**config.mk**
```make
export PLATFORM = sky130hd
export DESIGN_NAME = piso_shift_tx
export DESIGN_NICKNAME = d
export VERILOG_FILES = /design/src/rtl/pipo_pkg.sv /design/src/rtl/word_hold_buf.sv /design/src/rtl/piso_shift_tx.sv
export SDC_FILE = /design/constraint.sdc
export NUM_CORES = 1
export LEC_CHECK = 0
export CORE_UTILIZATION = 25
export DETAILED_ROUTE_END_ITERATION = 6
export PLACE_DENSITY_LB_ADDON = 0.25
export SYNTH_ARGS = -nofsm -noshare
export SYNTH_HDL_FRONTEND = slang
export SYNTH_SLANG_ARGS = --single-unit
```
**constraint.sdc**
```tcl
create_clock -name clk -period 1.4 [get_ports clk]
set_clock_uncertainty 0.15 [all_clocks]
set_input_delay 0.35 -clock clk [delete_from_list [all_inputs] [get_ports clk]]
set_output_delay 0.35 -clock clk [all_outputs]
set_load 0.03 [all_outputs]
```
**src/rtl/pipo_pkg.sv**
```systemverilog
// Shared constants for the parallel/serial register datapath: FSM encoding and default word width.
package pipo_pkg;

  localparam int unsigned DEFAULT_WIDTH = 4;

  typedef enum logic {
    ST_IDLE  = 1'b0,
    ST_SHIFT = 1'b1
  } state_e;

endpackage

```
**src/rtl/word_hold_buf.sv**
```systemverilog
// Single-entry WIDTH-bit holding buffer. A write while full and reading is never issued.
module word_hold_buf #(
  parameter int unsigned WIDTH = pipo_pkg::DEFAULT_WIDTH
) (
  input  logic             clk,
  input  logic             rst,
  input  logic             wr_en,
  input  logic [WIDTH-1:0] wr_data,
  input  logic             rd_en,
  output logic [WIDTH-1:0] rd_data,
  output logic             full
);

  logic [WIDTH-1:0] data_q, data_d;
  logic             full_q, full_d;

  always_comb begin
    data_d = data_q;
    full_d = full_q;
    if (wr_en) begin
      data_d = wr_data;
      full_d = 1'b1;
    end else if (rd_en) begin
      full_d = 1'b0;
    end
  end

  always_ff @(posedge clk or posedge rst) begin
    if (rst) begin
      data_q <= '0;
      full_q <= 1'b0;
    end else begin
      data_q <= data_d;
      full_q <= full_d;
    end
  end

  assign rd_data = data_q;
  assign full    = full_q;

endmodule

```
**src/rtl/piso_shift_tx.sv**
```systemverilog
// Parallel-in/serial-out transmitter with a one-word holding buffer for gap-free frames.
// serial_out/valid/last are registered; load_ready and busy decode flops only.
module piso_shift_tx #(
  parameter int unsigned WIDTH     = pipo_pkg::DEFAULT_WIDTH,
  parameter bit          MSB_FIRST = 1'b1
) (
  input  logic             clk,
  input  logic             rst,
  input  logic [WIDTH-1:0] parallel_in,
  input  logic             load_valid,
  output logic             load_ready,
  output logic             serial_out,
  output logic             serial_valid,
  output logic             serial_last,
  output logic             busy
);

  import pipo_pkg::*;

  localparam int unsigned CntW = $clog2(WIDTH);
  localparam logic [CntW-1:0] CntLast = CntW'(WIDTH - 1);

  state_e           state_q, state_d;
  logic [WIDTH-1:0] shreg_q, shreg_d, shreg_shifted;
  logic [CntW-1:0]  cnt_q, cnt_d;
  logic             out_q, out_d;
  logic             valid_q, valid_d;
  logic             last_q, last_d;

  logic             accept;
  logic             at_last;
  logic             hold_wr, hold_rd, hold_full;
  logic [WIDTH-1:0] hold_data;

  word_hold_buf #(
    .WIDTH (WIDTH)
  ) u_hold (
    .clk     (clk),
    .rst     (rst),
    .wr_en   (hold_wr),
    .wr_data (parallel_in),
    .rd_en   (hold_rd),
    .rd_data (hold_data),
    .full    (hold_full)
  );

  assign accept  = load_valid && load_ready;
  assign at_last = (state_q == ST_SHIFT) && (cnt_q == CntLast);

  assign shreg_shifted = MSB_FIRST ? {shreg_q[WIDTH-2:0], 1'b0} : {1'b0, shreg_q[WIDTH-1:1]};

  // State register.
  always_ff @(posedge clk or posedge rst) begin
    if (rst) begin
      state_q <= ST_IDLE;
    end else begin
      state_q <= state_d;
    end
  end

  // Next-state logic: leave SHIFT only when no word is waiting at the word boundary.
  always_comb begin
    state_d = state_q;
    case (state_q)
      ST_IDLE:  if (accept) state_d = ST_SHIFT;
      ST_SHIFT: if (at_last && !hold_full && !accept) state_d = ST_IDLE;
      default:  state_d = ST_IDLE;
    endcase
  end

  // Datapath next-state: shift register, bit counter and buffer control.
  always_comb begin
    shreg_d = shreg_q;
    cnt_d   = cnt_q;
    hold_wr = 1'b0;
    hold_rd = 1'b0;
    if (state_q == ST_IDLE) begin
      if (accept) begin
        shreg_d = parallel_in;
        cnt_d   = '0;
      end
    end else if (at_last) begin
      cnt_d = '0;
      if (hold_full) begin
        shreg_d = hold_data;
        hold_rd = 1'b1;
      end else if (accept) begin
        shreg_d = parallel_in;
      end else begin
        shreg_d = shreg_shifted;
      end
    end else begin
      shreg_d = shreg_shifted;
      cnt_d   = cnt_q + CntW'(1);
      hold_wr = accept;
    end
  end

  // Output logic: registered serial outputs follow the next-cycle state.
  always_comb begin
    out_d      = MSB_FIRST ? shreg_d[WIDTH-1] : shreg_d[0];
    valid_d    = (state_d == ST_SHIFT);
    last_d     = valid_d && (cnt_d == CntLast);
    load_ready = !hold_full;
    busy       = (state_q == ST_SHIFT) || hold_full;
  end

  always_ff @(posedge clk or posedge rst) begin
    if (rst) begin
      shreg_q <= '0;
      cnt_q   <= '0;
      out_q   <= 1'b0;
      valid_q <= 1'b0;
      last_q  <= 1'b0;
    end else begin
      shreg_q <= shreg_d;
      cnt_q   <= cnt_d;
      out_q   <= out_d;
      valid_q <= valid_d;
      last_q  <= last_d;
    end
  end

  assign serial_out   = out_q;
  assign serial_valid = valid_q;
  assign serial_last  = last_q;

endmodule
```
==> insert_results.sql <==
INSERT INTO impl_metrics (metric_group, metric, value, unit) VALUES
('outcome', 'outcome', 'finished, violations left', ''),
('outcome', 'failed_checks', 'negative setup slack', ''),
('hold_path', 'hold_class', 'in -> async', ''),
('place', 'final_estimated_routing_congestion_in_global_placement', '0.731', ''),
('detailed_routing', 'dr.pass1.iters', '4', ''),
('detailed_routing', 'final_antenna_net_count', '0', ''),
('sta', 'hold_slack', '0.209', 'ns'),
('power_and_ir_drop', 'power.density', '2120', 'nW/um^2'),
('global_route', 'global_route_usage_over_all_layers', '0.110', ''),
('floorplan', 'initial_core_util', '0.269', ''),
('clocking', 'clk_path_buf_depth', '2', ''),
('floorplan', 'core.rowCount', '18', ''),
('worst_setup_path', 'worst-endpoint-arrival', '1.05', 'ns'),
('worst_setup_path', 'critical_path.endpoint_type', 'primary output', ''),
('sta', 'report.final.slew_viol_count', '0', ''),
('floorplan', 'die_area', '2930', 'sq um'),
('final_layout', 'area_delta_synth_final', '36.1', '%'),
('place', 'setup_slack_at_placement', '-0.387', 'ns'),
('yosys', 'number_of_enable_type_register_cells_in_the_synthesized_netlist', '0', ''),
('clocking', 'numCtsBuffers', '3', ''),
('yosys', 'post_synth_num_cell_types', '23', ''),
('clocking', 'cts_htree_levels', '1', ''),
('worst_setup_path', 'crit_slowest_cell', 'dfrtp_2', ''),
('clocking', 'tritoncts_clock_tree', 'done', ''),
('worst_setup_path', 'cp_slowest_stage_delay', '0.41', 'ns'),
('sta', 'worstMarginPinSlew', '0.260', 'ns'),
('yosys', 'dominantRegCellSynth', 'dfrtp_1', ''),
('floorplan', 'core_area', '2520', 'sq um'),
('global_route', 'pin_count_of_the_biggest_net_entering_global_routing', '20', ''),
('floorplan', 'die_x', '54.1', 'um'),
('yosys', 'netlist_top_cells_area', 'dfrtp_1 (48%), mux2_4 (8.8%), nand3_1 (5.2%), nand3b_1 (4.4%), nand2b_4 (4.1%)', ''),
('clocking', 'cts_hold_repair.buffers', '0', ''),
('yosys', 'seq_area_frac_synth', '0.479', ''),
('final_layout', 'insertedDiodeCount', '0', ''),
('job', 'number_of_max_cap_violations', '0', ''),
('clocking', 'clk_pin_slew', '0.08', 'ns'),
('sta', 'setup_ws', '-0.150', 'ns'),
('clocking', 'clock_tree.root_cell', 'clkbuf_4', ''),
('sta', 'grt_setup_unrepaired', 'yes', ''),
('detailed_routing', 'drt_drc_violations_left', '0', ''),
('yosys', 'count_of_yosys_warnings_during_synthesis', '0', ''),
('worst_setup_path', 'cp.required', '0.90', 'ns'),
('detailed_routing', 'route.met3.wl', '84', 'um'),
('final_layout', 'design.final.nets', '89', ''),
('global_route', 'number_of_antenna_violations_at_the_first_check_in_global_routing', '0', ''),
('yosys', 'yosys_register_bits', '13', ''),
('place', 'count_of_input_and_output_buffers', '11', ''),
('clocking', 'cts_sinks', '13', ''),
('detailed_routing', 'detail_route.iter0.violations', '11', ''),
('sta', 'timing.final.crit_period', '1.55', 'ns'),
('final_layout', 'fin_util', '0.367', ''),
('worst_setup_path', 'critical_path.cell_chain', 'or2_4 -> buf_6', ''),
('final_layout', 'most_common_cell_after_layout_fill_and_taps_aside', 'dfrtp_1', ''),
('detailed_routing', 'wire_per_inst', '12.6', 'um'),
('sta', 'layout_worst_path_cycle_share', '1.11', ''),
('global_route', 'globalRouteOverflowTotal', '0', ''),
('worst_setup_path', 'timing.critical_path.from_type', 'flip-flop', ''),
('detailed_routing', 'wirelength_met1', '676', 'um'),
('floorplan', 'io_pins', '12', ''),
('worst_setup_path', 'worst-setup-path-type', 'reg -> out', ''),
('global_route', 'vias_in_the_first_global_route', '493', ''),
('place', 'postPlaceCellArea', '855', 'sq um'),
('final_layout', 'layout-drive-gt1-share', '0.388', ''),
('global_route', 'grt_pass1_wl', '2210', 'um'),
('sta', 'timing.max_slew.rel_slack', '0.826', ''),
('floorplan', 'die_h', '54.1', 'um'),
('detailed_routing', 'met2_wl_post_dr', '613', 'um'),
('yosys', 'synth_async_sr_flop_share', '1.00', ''),
('sta', 'finalSetupViolations', '7', ''),
('detailed_routing', 'route.detailed.vias_per_inst', '4.85', ''),
('yosys', 'avgSynthCellArea', '11.3', 'sq um');
[cell type report]
cell class,count,area (sq um)
tap,30,37.5
sequential,13,327
timing repair buffer,19,168
inverter,3,11.3
clock buffer,4,26.3
fill,260,1600
multi-input combinational,41,355
[Yosys cell counts (all sizes together) (2+ instances only)]
cell and n:
nor2 3, inv 3, a21oi 3, mux2 5, o21ai 5, dfrtp 13
nand2 2, nand2b 3, buf 2, a32oi 3, nand3b 4, nand3 7
[stage by stage]
stage | TNS, ns | cells | power (uW)
2_1_floorplan | -0.301 | 60 | 1420
3_3_place_gp | -3.66 | 105 | 1620
3_5_place_dp | -3.78 | 105 | 1630
4_1_cts | -0.778 | 109 | 1900
5_1_grt | -1.08 | 110 | 2140
6_report | -0.705 | 110 | 1960
[logic make-up (layout without fill, tap and decap cells)]
kind of cell | Yosys count | count (layout) | share of synthesized area
AOI/OAI and AO/OA | 12 | 12 | 0.110
muxes | 5 | 5 | 0.105
DFF | 13 | 13 | 0.479
and+or+nand+nor | 23 | 23 | 0.239
adders and majority gates | 1 | 1 | 0.0184
buffers and inverters | 6 | 26 | 0.0479
[power breakdown]
group	switching, uW	internal, uW	total (uW)
Clock	124	110	235
Combinational	528	545	1070
Sequential	106	549	655
[flip-flops by register name (all words and copies together) (netlist names)]
name            count
serial_last         1
serial_out          1
shreg_q             3
cnt_q               2
u_hold.rd_data      4
serial_valid        1
u_hold.full         1
[final timing paths]
path	end	cells after the start	start	slack [ns]
max in group asynchronous	serial_valid$_DFF_PP0_	3	rst	0.71
worst min register to register	serial_out$_DFFE_PP0P_	2	shreg_q[2]$_DFFE_PP0P_	0.36
worst min-delay path	u_hold.rd_data[2]$_DFFE_PP0P_	3	rst	0.21
min in group clk	serial_out$_DFFE_PP0P_	2	shreg_q[2]$_DFFE_PP0P_	0.36
worst max-delay path	busy	2	serial_valid$_DFF_PP0_	-0.15
worst max register to register	u_hold.rd_data[2]$_DFFE_PP0P_	4	cnt_q[1]$_DFF_PP0_	-0.08
[routing by layer]
metal,up-vias,GRT usage
li1,256,-
met4,0,0.0256
met5,-,0
met1,257,0.140
met3,2,0.0508
met2,19,0.169
[worst reg2reg max path, cell delays in order, from the launching register on]
cell and delay, ns:
dfrtp_1 0.42, ha_4 0.18, nand2b_4 0.17, nor2_8 0.14
mux2_4 0.31
[repair_timing]
action / CTS / global route
pin swaps: 1 / 4
hold endpoints to repair: 0 / 0
buffers inserted: 0 / 1
resized for setup: 11 / 5
endpoints found under the setup margin: 11 / 11
Power figures use the tool's default switching activity.
